$ cat src/rtl/arb_pkg.sv
// Shared definitions for the memory-port arbiter: state encoding, grant ids
// and the "no write" byte-enable value.
package arb_pkg;

   typedef enum logic [1:0] {
      IDLE  = 2'd0,
      GNT_I = 2'd1,
      GNT_D = 2'd2
   } arb_state_t;

   localparam logic GRANT_I = 1'b0;
   localparam logic GRANT_D = 1'b1;

   localparam logic [3:0] WSTRB_NONE = 4'b0;

endpackage

$ cat src/rtl/rr_arb2.sv
// Combinational two-way round-robin pick: with both requesting, the one that
// did not win last time is chosen; otherwise the lone requester wins.
module rr_arb2 (
   input  logic req0,
   input  logic req1,
   input  logic last_grant,
   output logic grant_any,
   output logic grant_id
);

   assign grant_any = req0 | req1;
   assign grant_id  = (req0 & req1) ? ~last_grant : req1;

endmodule

$ cat src/rtl/mem_arbiter.sv
// Shares one 32-bit memory port between instruction fetch and data access,
// one transaction at a time, with a watchdog that aborts unanswered grants.
module mem_arbiter
   import arb_pkg::*;
#(
   parameter int TIMEOUT = 256,
   parameter int TCW     = 9
) (
   input  logic        clk,
   input  logic        rst,
   input  logic        i_valid,
   output logic        i_ready,
   input  logic [31:0] i_addr,
   output logic [31:0] i_rdata,
   input  logic        d_valid,
   output logic        d_ready,
   input  logic [31:0] d_addr,
   input  logic [31:0] d_wdata,
   input  logic [3:0]  d_wstrb,
   output logic [31:0] d_rdata,
   output logic        mem_valid,
   input  logic        mem_ready,
   output logic [31:0] mem_addr,
   output logic [31:0] mem_wdata,
   output logic [3:0]  mem_wstrb,
   input  logic [31:0] mem_rdata,
   input  logic        err_clear,
   output logic        timeout_err
);

   localparam logic [TCW-1:0] CNT_LAST = (TIMEOUT > 0) ? TCW'(TIMEOUT - 1) : '0;

   arb_state_t     state_reg, state_next;
   logic           last_grant_reg, last_grant_next;
   logic [TCW-1:0] cnt_reg, cnt_next;
   logic           err_reg, err_next;

   logic grant_any, grant_id;
   logic owner_valid, expire, timeout_set;

   rr_arb2 u_rr_arb2 (
      .req0       (i_valid),
      .req1       (d_valid),
      .last_grant (last_grant_reg),
      .grant_any  (grant_any),
      .grant_id   (grant_id)
   );

   always_comb begin
      state_next      = state_reg;
      last_grant_next = last_grant_reg;
      cnt_next        = cnt_reg;
      timeout_set     = 1'b0;
      owner_valid     = (state_reg == GNT_I) ? i_valid : d_valid;
      expire          = (TIMEOUT > 0) && (cnt_reg == CNT_LAST) && !mem_ready;

      case (state_reg)
         IDLE: begin
            if (grant_any) begin
               state_next      = (grant_id == GRANT_I) ? GNT_I : GNT_D;
               last_grant_next = grant_id;
               cnt_next        = '0;
            end
         end
         GNT_I, GNT_D: begin
            // Withdraw takes priority; completion beats a simultaneous expiry.
            if (!owner_valid || mem_ready) begin
               state_next = IDLE;
            end else if (expire) begin
               state_next  = IDLE;
               timeout_set = 1'b1;
            end else begin
               cnt_next = cnt_reg + 1'b1;
            end
         end
         default: state_next = IDLE;
      endcase

      err_next = timeout_set | (err_reg & ~err_clear);
   end

   always_ff @(posedge clk) begin
      if (rst) begin
         state_reg      <= IDLE;
         last_grant_reg <= GRANT_D;
         cnt_reg        <= '0;
         err_reg        <= 1'b0;
      end else begin
         state_reg      <= state_next;
         last_grant_reg <= last_grant_next;
         cnt_reg        <= cnt_next;
         err_reg        <= err_next;
      end
   end

   // Outputs decode from the registered state; a withdrawn requester gets no ready.
   assign mem_valid   = (state_reg == GNT_I) || (state_reg == GNT_D);
   assign i_ready     = (state_reg == GNT_I) && i_valid && mem_ready;
   assign d_ready     = (state_reg == GNT_D) && d_valid && mem_ready;
   assign i_rdata     = mem_rdata;
   assign d_rdata     = mem_rdata;
   assign timeout_err = err_reg;

   assign mem_addr  = (state_reg == GNT_D) ? d_addr :
                      (state_reg == GNT_I) ? i_addr : 32'd0;
   assign mem_wdata = (state_reg == GNT_D) ? d_wdata : 32'd0;
   assign mem_wstrb = (state_reg == GNT_D) ? d_wstrb : WSTRB_NONE;

endmodule

$ cat config.mk
export PLATFORM = sky130hd
export DESIGN_NAME = mem_arbiter
export DESIGN_NICKNAME = d
export VERILOG_FILES = /design/src/rtl/arb_pkg.sv /design/src/rtl/rr_arb2.sv /design/src/rtl/mem_arbiter.sv
export SDC_FILE = /design/constraint.sdc
export NUM_CORES = 1
export LEC_CHECK = 0
export CORE_AREA = 8 8 101 103
export CTS_BUF_LIST = sky130_fd_sc_hd__clkbuf_8
export CTS_CLUSTER_DIAMETER = 150
export DETAILED_ROUTE_END_ITERATION = 10
export DIE_AREA = 0 0 109 111
export HOLD_SLACK_MARGIN = 0.1
export PLACE_DENSITY = 0.74
export SETUP_SLACK_MARGIN = 0.2
export SKIP_CTS_REPAIR_TIMING = 1
export SLEW_MARGIN = 20
export SYNTH_ARGS = -nofsm -noshare
export SYNTH_HDL_FRONTEND = slang
export SYNTH_HIERARCHICAL = 1
export SYNTH_SLANG_ARGS = --single-unit
$ cat constraint.sdc
create_clock -name clk -period 4.9 [get_ports clk]
set_input_delay 1.225 -clock clk [delete_from_list [all_inputs] [get_ports clk]]
set_output_delay 1.225 -clock clk [all_outputs]
set_load 0.05 [all_outputs]
Word level (Yosys, flattened, before mapping):

Index checks and enable logic that the tools add are counted.

* add/subtract/negate cells: 1
* eq/ne operators: 7
* mux-type cells: 18
* bitwise operators: 6
* reduce and logical (&&, ||, !) cells: 15

Operators with widths (number)
* 2-to-1 mux 32 bit: 3
* 2-to-1 mux 9 bit: 3
* case mux 9 bit (2 select lines): 1
* adder 9 x 1 -> 9 bit, second input constant: 1
* == test 9 x 8 -> 1 bit, second input constant: 1
* 2-to-1 mux 2 bit: 4
* != test 2 bit, second input constant: 3
* logical AND 1 bit: 5
* 2-to-1 mux 1 bit: 5
* 2-to-1 mux 4 bit: 1
* case mux 2 bit (2 select lines): 1
* AND reduction 2 bit: 2
* AND reduction 4 bit: 1
* != test 3 bit, second input constant: 1
* bitwise AND 1 bit: 2
* == test 2 x 1 -> 1 bit, second input constant: 1
* == test 2 bit, second input constant: 1
* logical NOT 1 bit: 2
* logical NOT 2 bit: 1
* logical OR 1 bit: 2
* NOT 1 bit: 2
* OR 1 bit: 2
* nonzero test 2 bit: 1
* OR reduction 2 bit: 1

* register bits after elaboration: 13
* logic and storage cells: 51

Longest topological paths before layout:

* depth after elaboration: 7
* mapped depth: 9
* depth with buffers taken out: 9

By module:

The synthesis kept the hierarchy.

Modules (own cells, without submodules)
* mem_arbiter: instances 1, cells an instance 226, area an instance 1732.9 um^2
* rr_arb2: instances 1, cells an instance 2, area an instance 13.8 um^2

Worst setup path before layout:

OpenSTA, ideal clock, no wires.

* path type: register to output
* from: register state_reg[0]
* to: output port mem_addr[10]
* data arrival time: 1729 ps
* slack: 1946 ps
* cell stages (with the launch flop): 8
* path through: dfxtp_1 > inv_1 > ha_1 > clkbuf_1 > nor2b_1 > clkbuf_1 > clkbuf_1 > a22o_1

* word-level cells in the longest chain between the ends: 3

RTL lines
* start: declaration: line mem_arbiter.sv:33 `arb_state_t state_reg, state_next;`
* start signal: assignment: line mem_arbiter.sv:89 `state_reg <= state_next;`
* == test 2 x 1 -> 1 bit: line mem_arbiter.sv:105 `(state_reg == GNT_I) ? i_addr : 32'd0;`
* 2-to-1 mux 32 bit: line mem_arbiter.sv:105
* 2-to-1 mux 32 bit *: line mem_arbiter.sv:104 `assign mem_addr = (state_reg == GNT_D) ? d_addr :`
* end: declaration: line mem_arbiter.sv:23 `output logic [31:0] mem_addr,`

Mark *: on every way between the ends. The rest lies on a longest branch, timed or not.

Worst setup path in the final report:

* from: input port mem_ready
* to: output port d_ready

* word-level cells in the longest chain between the ends: 1

RTL lines
* start: declaration: line mem_arbiter.sv:22 `input logic mem_ready,`
* logical AND 1 bit: line mem_arbiter.sv:99 `assign d_ready = (state_reg == GNT_D) && d_valid && mem_ready;`
* end: declaration: line mem_arbiter.sv:16 `output logic d_ready,`

Every way passes these cells.

==> out/results.txt <==
Power, Total: 631.6 uW
Fmax: 0.2477 GHz
Commonest non-fill, non-tap cell in the layout: clkdlybuf4s50_1
Drt total wl: 8807 microns
Outcome: finished clean
Seq cells post-synth: 13
Worst min-delay path class: reg2reg
DR iter-0 viols: 56
Layout cell share with drive strength beyond 1: 0.04179
Detail Route Antenna Nets: 0
Initial Util: 0.2043
CTS sink cnt: 13
Area share of the largest cell type after synthesis: 0.2751
Post-synth EDFFs: 0
Crit-path max FO: 4
Drt first pass iters: 4
Sw Share: 0.4460
Area leader, netlist: buf_4
Clock power frac: 0.149
RSZ-0062 raised after global routing: no
Internal Power: 349.9 uW
Switch Pwr: 281.7 uW
Initial antenna violation count: 1
Die Wd: 109 microns
Register area share after synthesis: 0.1490
Relative slew slack: 0.4754
Pre-CTS setup slack: 0.8648 ns
Yosys warning total: 6
Gr usage total: 0.1325
Seq pwr share: 0.179
Vias per cell: 4.481
Final GP Congestion: 0.8490
CTS tree: yes
Startpoint Class: input port
Core area: 8551 sq um
Overall die height: 111 microns
Fin cells: 443
Drt drc: 0
Number of I/O port buffers: 177
Hpwl dp: 7466 microns
Endpoint class of the critical path: output port
Combinational power share: 0.673
Syn Std Cell Area: 1747 sq um
Total Nets Final: 479
Clock Path Buffers: 2
Worst-path clk slew: 0.06 ns
Clk_lat worst skew: 0.24 ns
Worst-Margin Slew: 0.7786 ns
H-tree depth: 1
Average size of a mapped cell: 7.661 sq um
Crit Path Class: in2out
Final setup fails: 0
Vias in the first global route: 1966
First-pass GRT wire length: 12560 microns
Worst Skew: 0.007109 ns
Slew Viols, Final: 0
CTS Buf Count: 3
Max-cap viol count: 0
Power Density: 197.8 nW/um^2
Req. time, crit path: 3.67 ns
Arrival time worst endpoint: 2.81 ns
Synth Net Count: 371
Synth area leaders: buf_4 (28%), a22o_1 (16%), dfxtp_1 (15%)
Placed insts: 439
Final Worst Setup Slack: 0.8627 ns
GRT Residual Overflow: 0
Setup TNS: 0 ns
Number of top-level pins: 274
P&R area growth vs syn: 82.81%
Syn Inst Count: 228
Final Hold Fails: 0
Via count: 1985
Yosys cell types: 35
Maximum VDD drop: 120.5 uV
Pleak: 0.001191 uW
Largest register FFs: 9
Tmin final: 4.037 ns
Wire per inst: 19.88 microns
Largest net degree at the start of global routing: 42
Filler Cell Count: 881
Commonest non-fill, non-tap cells in the layout: clkdlybuf4s50_1 (177), and2_1 (36), a22o_1 (32), dfxtp_1 (13), inv_1 (8)
Antenna Cells: 0
Die area: 12100 sq um
Root buf cell: clkbuf_8
Row cnt: 34
Hold Slack: 0.4651 ns
Final worst-path cycle share: 0.8239
Synth Flop Type: dfxtp_1
Post-synth ARST share: 0
-- synthesized netlist by cell type, drive strengths merged, types with 4 or more instances --
| cell | count |
|---|---|
| nand2 | 7 |
| dfxtp | 13 |
| nand3 | 4 |
| ha | 5 |
| and2 | 36 |
| nor2 | 5 |
| buf | 64 |
| clkbuf | 12 |
| inv | 7 |
| o21ai | 7 |
| a21oi | 5 |
| a22o | 32 |
-- layout make-up --
| cell class | count | area, sq um | share of cell area |
|---|---|---|---|
| clock inverters | 1 | 3.754 | 0.001176 |
| inverters | 7 | 26.28 | 0.008229 |
| repair buffers | 179 | 1787 | 0.5596 |
| flip-flops and latches | 13 | 260.3 | 0.08150 |
| well taps | 108 | 135.1 | 0.04232 |
| clock buffers | 3 | 41.29 | 0.01293 |
| multi-input cells | 132 | 939.7 | 0.2943 |
-- kinds of logic after synthesis --
logic type               count (synthesis)  synth area share
adder cells (fa/ha/maj)                  5           0.03582
AND/OR/NAND/NOR                         68            0.2314
flip-flops                              13            0.1490
AO/OA/AOI/OAI                           57            0.2565
buffers and inverters                   83            0.3159
multiplexers                             2           0.01146
-- stage by stage --
stage               cell area [sq um]    util
finish                           3193  0.3734
global route                     3193  0.3734
CTS                              3193  0.3734
detailed placement               3148  0.3682
global placement                 3148  0.3682
floorplan                        1747       -
-- path summary, 6_finish.rpt --
kind	startpoint	to	slack, ns	cells past startpoint
worst min-delay path	cnt_reg[8]	cnt_reg[8]	0.47	2
worst max-delay path	mem_ready	d_ready	0.86	3
worst min register to register	cnt_reg[8]	cnt_reg[8]	0.47	2
worst max register to register	cnt_reg[0]	cnt_reg[5]	2.20	9
-- worst max-delay path: stages --
cell and delay [ns]:
clkdlybuf4s50_1 0.53, and3_1 0.18, clkdlybuf4s50_1 0.87
-- layer usage --
| metal | global-route usage | vias up | routed length (microns) |
|---|---|---|---|
| met4 | 0.01735 | 2 | 51 |
| met5 | 0 | - | 18 |
| met1 | 0.1444 | 894 | 3333 |
| met3 | 0.06105 | 10 | 1104 |
| li1 | - | 950 | - |
| met2 | 0.2311 | 129 | 4301 |
-- power groups by stage --
stage	Sequential [uW]	Combinational [uW]	Clock [uW]
after detailed placement	115	426	0
after global placement	115	425	0
final	113	425	93.8
after global routing	113	446	101
after floorplan	114	378	0
after CTS	113	429	94.9
Power figures use the tool's default switching activity.
